[config.mk]
export PLATFORM = sky130hd
export DESIGN_NAME = alu_cmd_sequencer
export DESIGN_NICKNAME = d
export VERILOG_FILES = /design/src/rtl/alu_cmd_sequencer.sv
export SDC_FILE = /design/constraint.sdc
export NUM_CORES = 1
export LEC_CHECK = 0
export ABC_AREA = 1
export BUFFER_PORTS_ARGS = -buffer_cell sky130_fd_sc_hd__buf_2
export CAP_MARGIN = 20
export CORE_ASPECT_RATIO = 1.25
export CORE_MARGIN = 8
export CORE_UTILIZATION = 43
export CTS_CLUSTER_DIAMETER = 60
export CTS_CLUSTER_SIZE = 40
export DETAILED_ROUTE_END_ITERATION = 8
export PLACE_DENSITY = 0.69
export SETUP_SLACK_MARGIN = 0.05
export SLEW_MARGIN = 20
export SYNTH_ARGS = -nofsm -noshare
export SYNTH_HDL_FRONTEND = slang
export SYNTH_SLANG_ARGS = --single-unit
[constraint.sdc]
create_clock -name Clk -period 2.3 [get_ports Clk]
set_input_delay 0.345 -clock Clk [delete_from_list [all_inputs] [get_ports Clk]]
set_output_delay 0.345 -clock Clk [all_outputs]
set_load 0.03 [all_outputs]
[src/rtl/alu_cmd_sequencer.sv]
// -----------------------------------------------------------------------------
// alu_cmd_sequencer
//
// Sequences one command at a time through an external combinational ALU.
// The accepted command is registered onto the ALU drive, given SETTLE_CYCLES
// clock edges to settle, then the ALU result and flags are captured into the
// response registers. The response is held until the consumer takes it.
// A divide by zero bypasses the ALU and responds on the next edge with a
// fixed error response.
//
// Parameters
//   SETTLE_CYCLES  1..15  edges between accept and result capture
//
// Ports
//   Clk          sole clock, rising edge
//   Reset        asynchronous, active-high reset
//   CmdValid     command request
//   CmdReady     command accept (only while idle)
//   CmdOpcode    4-bit ALU opcode
//   CmdOp1/2     8-bit operands
//   AluOperand1/2, AluOpcode   registered drive to the external ALU
//   AluResult, AluFlagC, AluFlagZ   combinational ALU outputs
//   RspValid     response available
//   RspReady     response consumed
//   RspResult, RspFlagC, RspFlagZ, RspDivErr   captured response
//   OpCount      count of completed responses, wraps at 16 bits
// -----------------------------------------------------------------------------
module alu_cmd_sequencer #(
  parameter int SETTLE_CYCLES = 1
) (
  input  logic        Clk,
  input  logic        Reset,
  input  logic        CmdValid,
  output logic        CmdReady,
  input  logic [3:0]  CmdOpcode,
  input  logic [7:0]  CmdOp1,
  input  logic [7:0]  CmdOp2,
  output logic [7:0]  AluOperand1,
  output logic [7:0]  AluOperand2,
  output logic [3:0]  AluOpcode,
  input  logic [15:0] AluResult,
  input  logic        AluFlagC,
  input  logic        AluFlagZ,
  output logic        RspValid,
  input  logic        RspReady,
  output logic [15:0] RspResult,
  output logic        RspFlagC,
  output logic        RspFlagZ,
  output logic        RspDivErr,
  output logic [15:0] OpCount
);

  typedef enum logic [1:0] {
    IDLE   = 2'd0,
    SETTLE = 2'd1,
    RESP   = 2'd2
  } state_t;

  localparam logic [3:0] OP_ADD      = 4'b0000;
  localparam logic [3:0] OP_SUB      = 4'b0001;
  localparam logic [3:0] OP_DIV      = 4'b0011;
  localparam logic [3:0] SETTLE_LOAD = 4'(SETTLE_CYCLES);

  state_t      state_reg;
  state_t      state_next;
  logic [3:0]  settle_cnt_reg;
  logic [3:0]  alu_opcode_reg;
  logic [7:0]  alu_op1_reg;
  logic [7:0]  alu_op2_reg;
  logic [15:0] rsp_result_reg;
  logic        rsp_flag_c_reg;
  logic        rsp_flag_z_reg;
  logic        rsp_div_err_reg;
  logic [15:0] op_count_reg;

  // Decoded control strobes from the next-state logic
  logic        idle_ready;
  logic        accept;
  logic        div_zero;
  logic        settle_tick;
  logic        capture;
  logic        rsp_done;
  logic        carry_kept;

  // ---------------------------------------------------------------------------
  // State register
  // ---------------------------------------------------------------------------
  always_ff @(posedge Clk or posedge Reset) begin
    if (Reset) begin
      state_reg <= IDLE;
    end else begin
      state_reg <= state_next;
    end
  end

  // ---------------------------------------------------------------------------
  // Next-state and control decode
  // ---------------------------------------------------------------------------
  always_comb begin
    state_next  = state_reg;
    idle_ready  = 1'b0;
    accept      = 1'b0;
    div_zero    = 1'b0;
    settle_tick = 1'b0;
    capture     = 1'b0;
    rsp_done    = 1'b0;
    case (state_reg)
      IDLE: begin
        idle_ready = 1'b1;
        if (CmdValid) begin
          accept = 1'b1;
          // Divide by zero never reaches the ALU result; answer immediately
          if ((CmdOpcode == OP_DIV) && (CmdOp2 == 8'h00)) begin
            div_zero   = 1'b1;
            state_next = RESP;
          end else begin
            state_next = SETTLE;
          end
        end
      end
      SETTLE: begin
        settle_tick = 1'b1;
        // Counter steps from 1 to 0 on this edge: the ALU has settled
        if (settle_cnt_reg <= 4'd1) begin
          capture    = 1'b1;
          state_next = RESP;
        end
      end
      RESP: begin
        if (RspReady) begin
          rsp_done   = 1'b1;
          state_next = IDLE;
        end
      end
      default: begin
        state_next = IDLE;
      end
    endcase
  end

  // Carry is only meaningful for add and subtract
  assign carry_kept = ((alu_opcode_reg == OP_ADD) || (alu_opcode_reg == OP_SUB))
                      ? AluFlagC : 1'b0;

  // ---------------------------------------------------------------------------
  // Datapath registers
  // ---------------------------------------------------------------------------
  always_ff @(posedge Clk or posedge Reset) begin
    if (Reset) begin
      settle_cnt_reg  <= 4'd0;
      alu_opcode_reg  <= 4'd0;
      alu_op1_reg     <= 8'd0;
      alu_op2_reg     <= 8'd0;
      rsp_result_reg  <= 16'd0;
      rsp_flag_c_reg  <= 1'b0;
      rsp_flag_z_reg  <= 1'b0;
      rsp_div_err_reg <= 1'b0;
      op_count_reg    <= 16'd0;
    end else begin
      if (accept) begin
        alu_opcode_reg <= CmdOpcode;
        alu_op1_reg    <= CmdOp1;
        alu_op2_reg    <= CmdOp2;
        settle_cnt_reg <= SETTLE_LOAD;
      end else if (settle_tick && (settle_cnt_reg != 4'd0)) begin
        settle_cnt_reg <= settle_cnt_reg - 4'd1;
      end

      if (div_zero) begin
        rsp_result_reg  <= 16'd0;
        rsp_flag_c_reg  <= 1'b0;
        rsp_flag_z_reg  <= 1'b1;
        rsp_div_err_reg <= 1'b1;
      end else if (capture) begin
        rsp_result_reg  <= AluResult;
        rsp_flag_c_reg  <= carry_kept;
        rsp_flag_z_reg  <= AluFlagZ;
        rsp_div_err_reg <= 1'b0;
      end

      if (rsp_done) begin
        op_count_reg <= op_count_reg + 16'd1;
      end
    end
  end

  // ---------------------------------------------------------------------------
  // Outputs
  // ---------------------------------------------------------------------------
  // Masked by Reset so the request side reads not-ready throughout reset
  assign CmdReady    = idle_ready & ~Reset;
  assign RspValid    = (state_reg == RESP);
  assign AluOpcode   = alu_opcode_reg;
  assign AluOperand1 = alu_op1_reg;
  assign AluOperand2 = alu_op2_reg;
  assign RspResult   = rsp_result_reg;
  assign RspFlagC    = rsp_flag_c_reg;
  assign RspFlagZ    = rsp_flag_z_reg;
  assign RspDivErr   = rsp_div_err_reg;
  assign OpCount     = op_count_reg;

endmodule
* Word level (Yosys, flattened, before mapping)
Cells that the tools add are included.
** Storage, ports and cells
- Flip-flop bits (word level) :: 61
- Output and inout port bits :: 57
** Cells by class
- Add/subtract/negate cells :: 2
- $lt $le $gt $ge :: 1
- Equal/unequal tests :: 7
- Multiplexer cells :: 27
- Bitwise operators :: 2
- Reduce and logical (&&, ||, !) cells :: 10
** Operator list (number)
- $mux 16 :: 2
- $mux 1 :: 18
- $add 16x1->16 const B :: 1
- $logic_not 8->1 :: 1
- $mux 2 :: 4
- $mux 4 :: 2
- $pmux 2 s3 :: 1
- $eq 4x1->1 const B :: 1
- $eq 4x2->1 const B :: 1
- $le 4x1->1 const B :: 1
- $logic_not 4->1 :: 1
- $ne 2x2->1 const B :: 2
- $reduce_bool 2->1 :: 2
- $reduce_bool 4->1 :: 1
- $sub 4x1->4 const B :: 1
- $reduce_and 3->1 :: 1
- $eq 2x1->1 const B :: 1
- $eq 2x2->1 const B :: 1
- $logic_and 1x1->1 :: 2
- $logic_not 2->1 :: 1
- $ne 2x1->1 const B :: 1
- $and 1x1->1 :: 1
- $logic_or 1x1->1 :: 1
- $not 1->1 :: 1

* Longest topological paths before layout
- Depth after elaboration :: 6
- Gate-level depth with buffers :: 11

* Worst setup path after synthesis
No wires, ideal clock.
- Path type :: flip-flop to output port
- Start point :: reg state_reg[1]
- End point :: out CmdReady
- Arrival time :: 1172 ps
- Data required time :: 1955 ps
- Path slack :: 783 ps
- Cell stages (with the launch flop) :: 2
- Buffers on the path :: 0
- Cells stage by stage :: dfrtp_1 -> nor3_1
** On the way
- Longest elaborated chain between the ends :: 3
** RTL lines
- start, declared :: line 64 : state_t state_reg;
- start signal, assigned :: line 92 : state_reg <= state_next;
- $logic_not 2->1 :: line 107 : case (state_reg)
- $mux 1 :: line 107
- $and 1x1->1 :: line 191 : assign CmdReady = idle_ready & ~Reset;
- end, declared :: line 34 : output logic CmdReady,
Every way passes these cells.

* Worst setup path after layout
- Start point :: reg settle_cnt_reg[1]
- End point :: reg rsp_result_reg[9], in the netlist RspResult[9]
** On the way
- Longest elaborated chain between the ends :: 4
** RTL lines
- start, declared :: line 66 : logic [3:0] settle_cnt_reg;
- start signal, assigned :: line 166 : settle_cnt_reg <= settle_cnt_reg - 4'd1;
- $le 4x1->1 :: line 124 : if (settle_cnt_reg <= 4'd1) begin
- $mux 1 :: line 124
- $mux 1 :: line 107
- $reduce_bool 2->1 (no source line)
- end signal, assigned :: line 175 : rsp_result_reg <= AluResult;
- end, declared :: line 70 : logic [15:0] rsp_result_reg;
Every way passes these cells.
A chain may end at the register's enable or synchronous reset.

==> summary.txt <==
CTS
  – Clk buf depth: 2
  – Setup repair bufs after CTS: 0
  – Clk pin slew, worst setup/hold paths: 0.07 ns
  – CTS buffer count: 9
  – # hold bufs at CTS: 1
  – Clock root buffer: clkbuf_8
  – CTS tree: built
  – Clk_lat worst skew: 0.33 ns
  – Post_cts resized: 0
  – Max H-tree Level: 3
  – CTS sink count: 61

Synth
  – Syn Std Cell Area: 0.00283 mm^2
  – Area share of the largest cell type after synthesis: 0.539
  – Top cell type by total area after synthesis: dfrtp_1
  – Syn_nets: 387
  – Post-Synthesis Cells: 341
  – Synth cell types: 22
  – Register area share after synthesis: 0.539
  – Largest cells by area after synthesis: dfrtp_1 (54%), nand2_1 (19%), inv_1 (5.6%), nor2_1 (2.8%), o21ai_0 (2.5%)
  – Ys Warns: 0
  – Post-Syn Area per Cell: 8.30 um^2
  – Post-synthesis sequential element count: 61

Status
  – Status: completed

Placement
  – Count of input and output buffers: 98
  – Dpl hpwl: 5050 um
  – GP Congestion: 0.783

Routing
  – Vias per std cell: 4.46
  – Via Count: 2396
  – Avg WL per Cell: 12.6 um
  – Routed wire length: 6750 um
  – DR iter-0 viols: 67
  – Residual DRC count: 0
  – First-pass DRT Iterations: 4
  – Post-DRT Antenna Nets: 0

Setup path
  – CP Max Fanout: 18
  – Ordered cell list for the critical path: inv_1 > ha_1 > inv_1 > nand2_1 > nand3_2 > inv_2 > nand2_1 > nand2_1 > nand2_1 > inv_1
  – Cell mode on critical path: nand2_1
  – Worst Setup End Kind: register
  – Critical path class: register to register
  – CP Buf/Inv Count: 4
  – Startpoint Class: register
  – R2R cell count: 10
  – Worst endpoint required time: 2.57 ns
  – Family with the most delay on the worst path: simple AND/OR/NAND/NOR gates
  – Worst path max stage delay: 0.37 ns
  – Slowest-stage cell, CP: dfrtp_1
  – Crit path DAT: 2.03 ns
  – Cell depth of the worst setup path: 10

Floorplanning
  – Row count: 33
  – I/O Pins: 99
  – DIE HEIGHT: 107 um
  – Starting density of the core: 0.437
  – Die Wd: 88.6 um
  – CORE AREA: 0.00648 mm^2
  – Die area: 0.00945 mm^2

STA
  – Setup violations, final: 0
  – Hold Slack: 0.209 ns
  – Slew headroom: 0.777
  – Final min period: 1.76 ns
  – Fin Setup TNS: 0 ns
  – Worst Tran Pin Value: 0.334 ns
  – Post-route clock skew: 0.0100 ns
  – Period utilization: 0.767
  – Hold Fails Final Rpt: 0
  – Max Clk Rate: 567 MHz
  – Slew Limit Fails: 0
  – RSZ-0062 raised after global routing: false

Power and ir drop
  – PD cells: 1350 mW/mm^2
  – Max VDD drop: 0.000628 V
  – Leakage: 2.14 nW

Layout
  – Nets: 492
  – Leading cell types in the layout, fill and taps excluded: nand2_1 (140), buf_2 (98), dfrtp_1 (61), inv_1 (41), nor2_1 (21)
  – # fillers: 618
  – Share of cells above drive strength 1: 0.291
  – P&R area growth vs syn: 28.0%
  – Most common cell after layout, fill and taps aside: nand2_1
  – # diodes: 0

GRT
  – GRT Resource Usage Total: 0.152
  – Vias in the first global route: 2530
  – Grt ovf: 0
  – Initial antenna violation count: 0
  – First-pass GRT wire length: 11300 um
  – Largest net degree at the start of global routing: 49

Hold path
  – HP Class: primary input to register
  – Hold path depth: 3

Flow run
  – Max cap viols: 0
## through the flow
| step | instance area, um^2 | util | cells | worst slack (ns) | power (mW) |
|---|---|---|---|---|---|
| detailed placement | 3410 | 0.527 | 521 | 0.547 | 3.97 |
| floorplan | 2830 | - | 341 | 0.442 | 3.33 |
| global placement | 3410 | 0.527 | 521 | 0.592 | 3.92 |
| CTS | 3620 | 0.559 | 537 | 0.528 | 4.97 |
| finish | 3620 | 0.559 | 537 | 0.537 | 4.90 |
| global route | 3620 | 0.559 | 537 | 0.350 | 5.27 |
## cells in the mapped netlist
| cell type | instances |
|---|---|
| nand3_2 | 1 |
| nor3_1 | 3 |
| nand3_4 | 2 |
| nand3_1 | 13 |
| or2_1 | 1 |
| mux2_2 | 1 |
| xor2_1 | 5 |
| ha_1 | 4 |
| nand3b_1 | 2 |
| o21ai_0 | 14 |
| nand2_2 | 3 |
| inv_2 | 3 |
| inv_1 | 42 |
| nand2_1 | 140 |
| buf_2 | 6 |
| nor2_4 | 3 |
| dfrtp_1 | 61 |
| buf_6 | 2 |
| nor2_2 | 2 |
| xnor2_1 | 7 |
| nor2_1 | 21 |
| nand4_1 | 5 |
## final cells by class
cell class,instances,area (um^2),share of cell area
clock buffers,12,155,0.0428
flip-flops and latches,61,1530,0.421
well taps,87,109,0.0300
clock inverters,3,45.0,0.0124
inverters,45,169,0.0466
repair buffers,102,536,0.148
multi-input cells,227,1080,0.299
## kinds of logic after synthesis
group | after synthesis | synth area share
buffers and inverters | 53 | 0.0782
AOI/OAI and AO/OA | 14 | 0.0247
xor gates and xnor gates | 12 | 0.0371
muxes | 1 | 0.00398
and+or+nand+nor | 196 | 0.299
adders and majority gates | 4 | 0.0177
DFF | 61 | 0.539
## per-layer routing
metal,GRT usage,wire length [um],part of all wire,up-vias
li1,-,-,-,1238
met1,0.171,2810,0.42,1096
met2,0.261,3430,0.51,53
met3,0.0275,387,0.057,9
met4,0.0848,123,0.018,0
met5,0,0,0,-
## power by group
part / internal (mW) / switching (mW)
Combinational: 0.653 / 1.56
Sequential: 1.47 / 0.252
Clock: 0.554 / 0.408
Total: 2.67 / 2.22
## worst paths after layout
| check | start | slack (ns) | to |
|---|---|---|---|
| min in group asynchronous | Reset | 0.52 | RspResult[4] |
| setup / recovery | settle_cnt_reg[1] | 0.54 | RspResult[9] |
| hold reg to reg | AluOperand1[0] | 0.48 | AluOperand1[0] |
| hold / removal | CmdOp1[1] | 0.21 | AluOperand1[1] |
| setup reg to reg | settle_cnt_reg[1] | 0.54 | RspResult[9] |
| max in group asynchronous | Reset | 1.22 | AluOperand1[5] |
## worst reg2reg max path, stage by stage (launching register included)
cell     delay [ns]
dfrtp_1        0.37
inv_1          0.12
ha_1           0.18
inv_1          0.04
nand2_1        0.08
nand3_2        0.29
inv_2          0.35
nand2_1        0.09
nand2_1        0.08
nand2_1        0.06
inv_1          0.06
(Power assumes the default switching activity.)
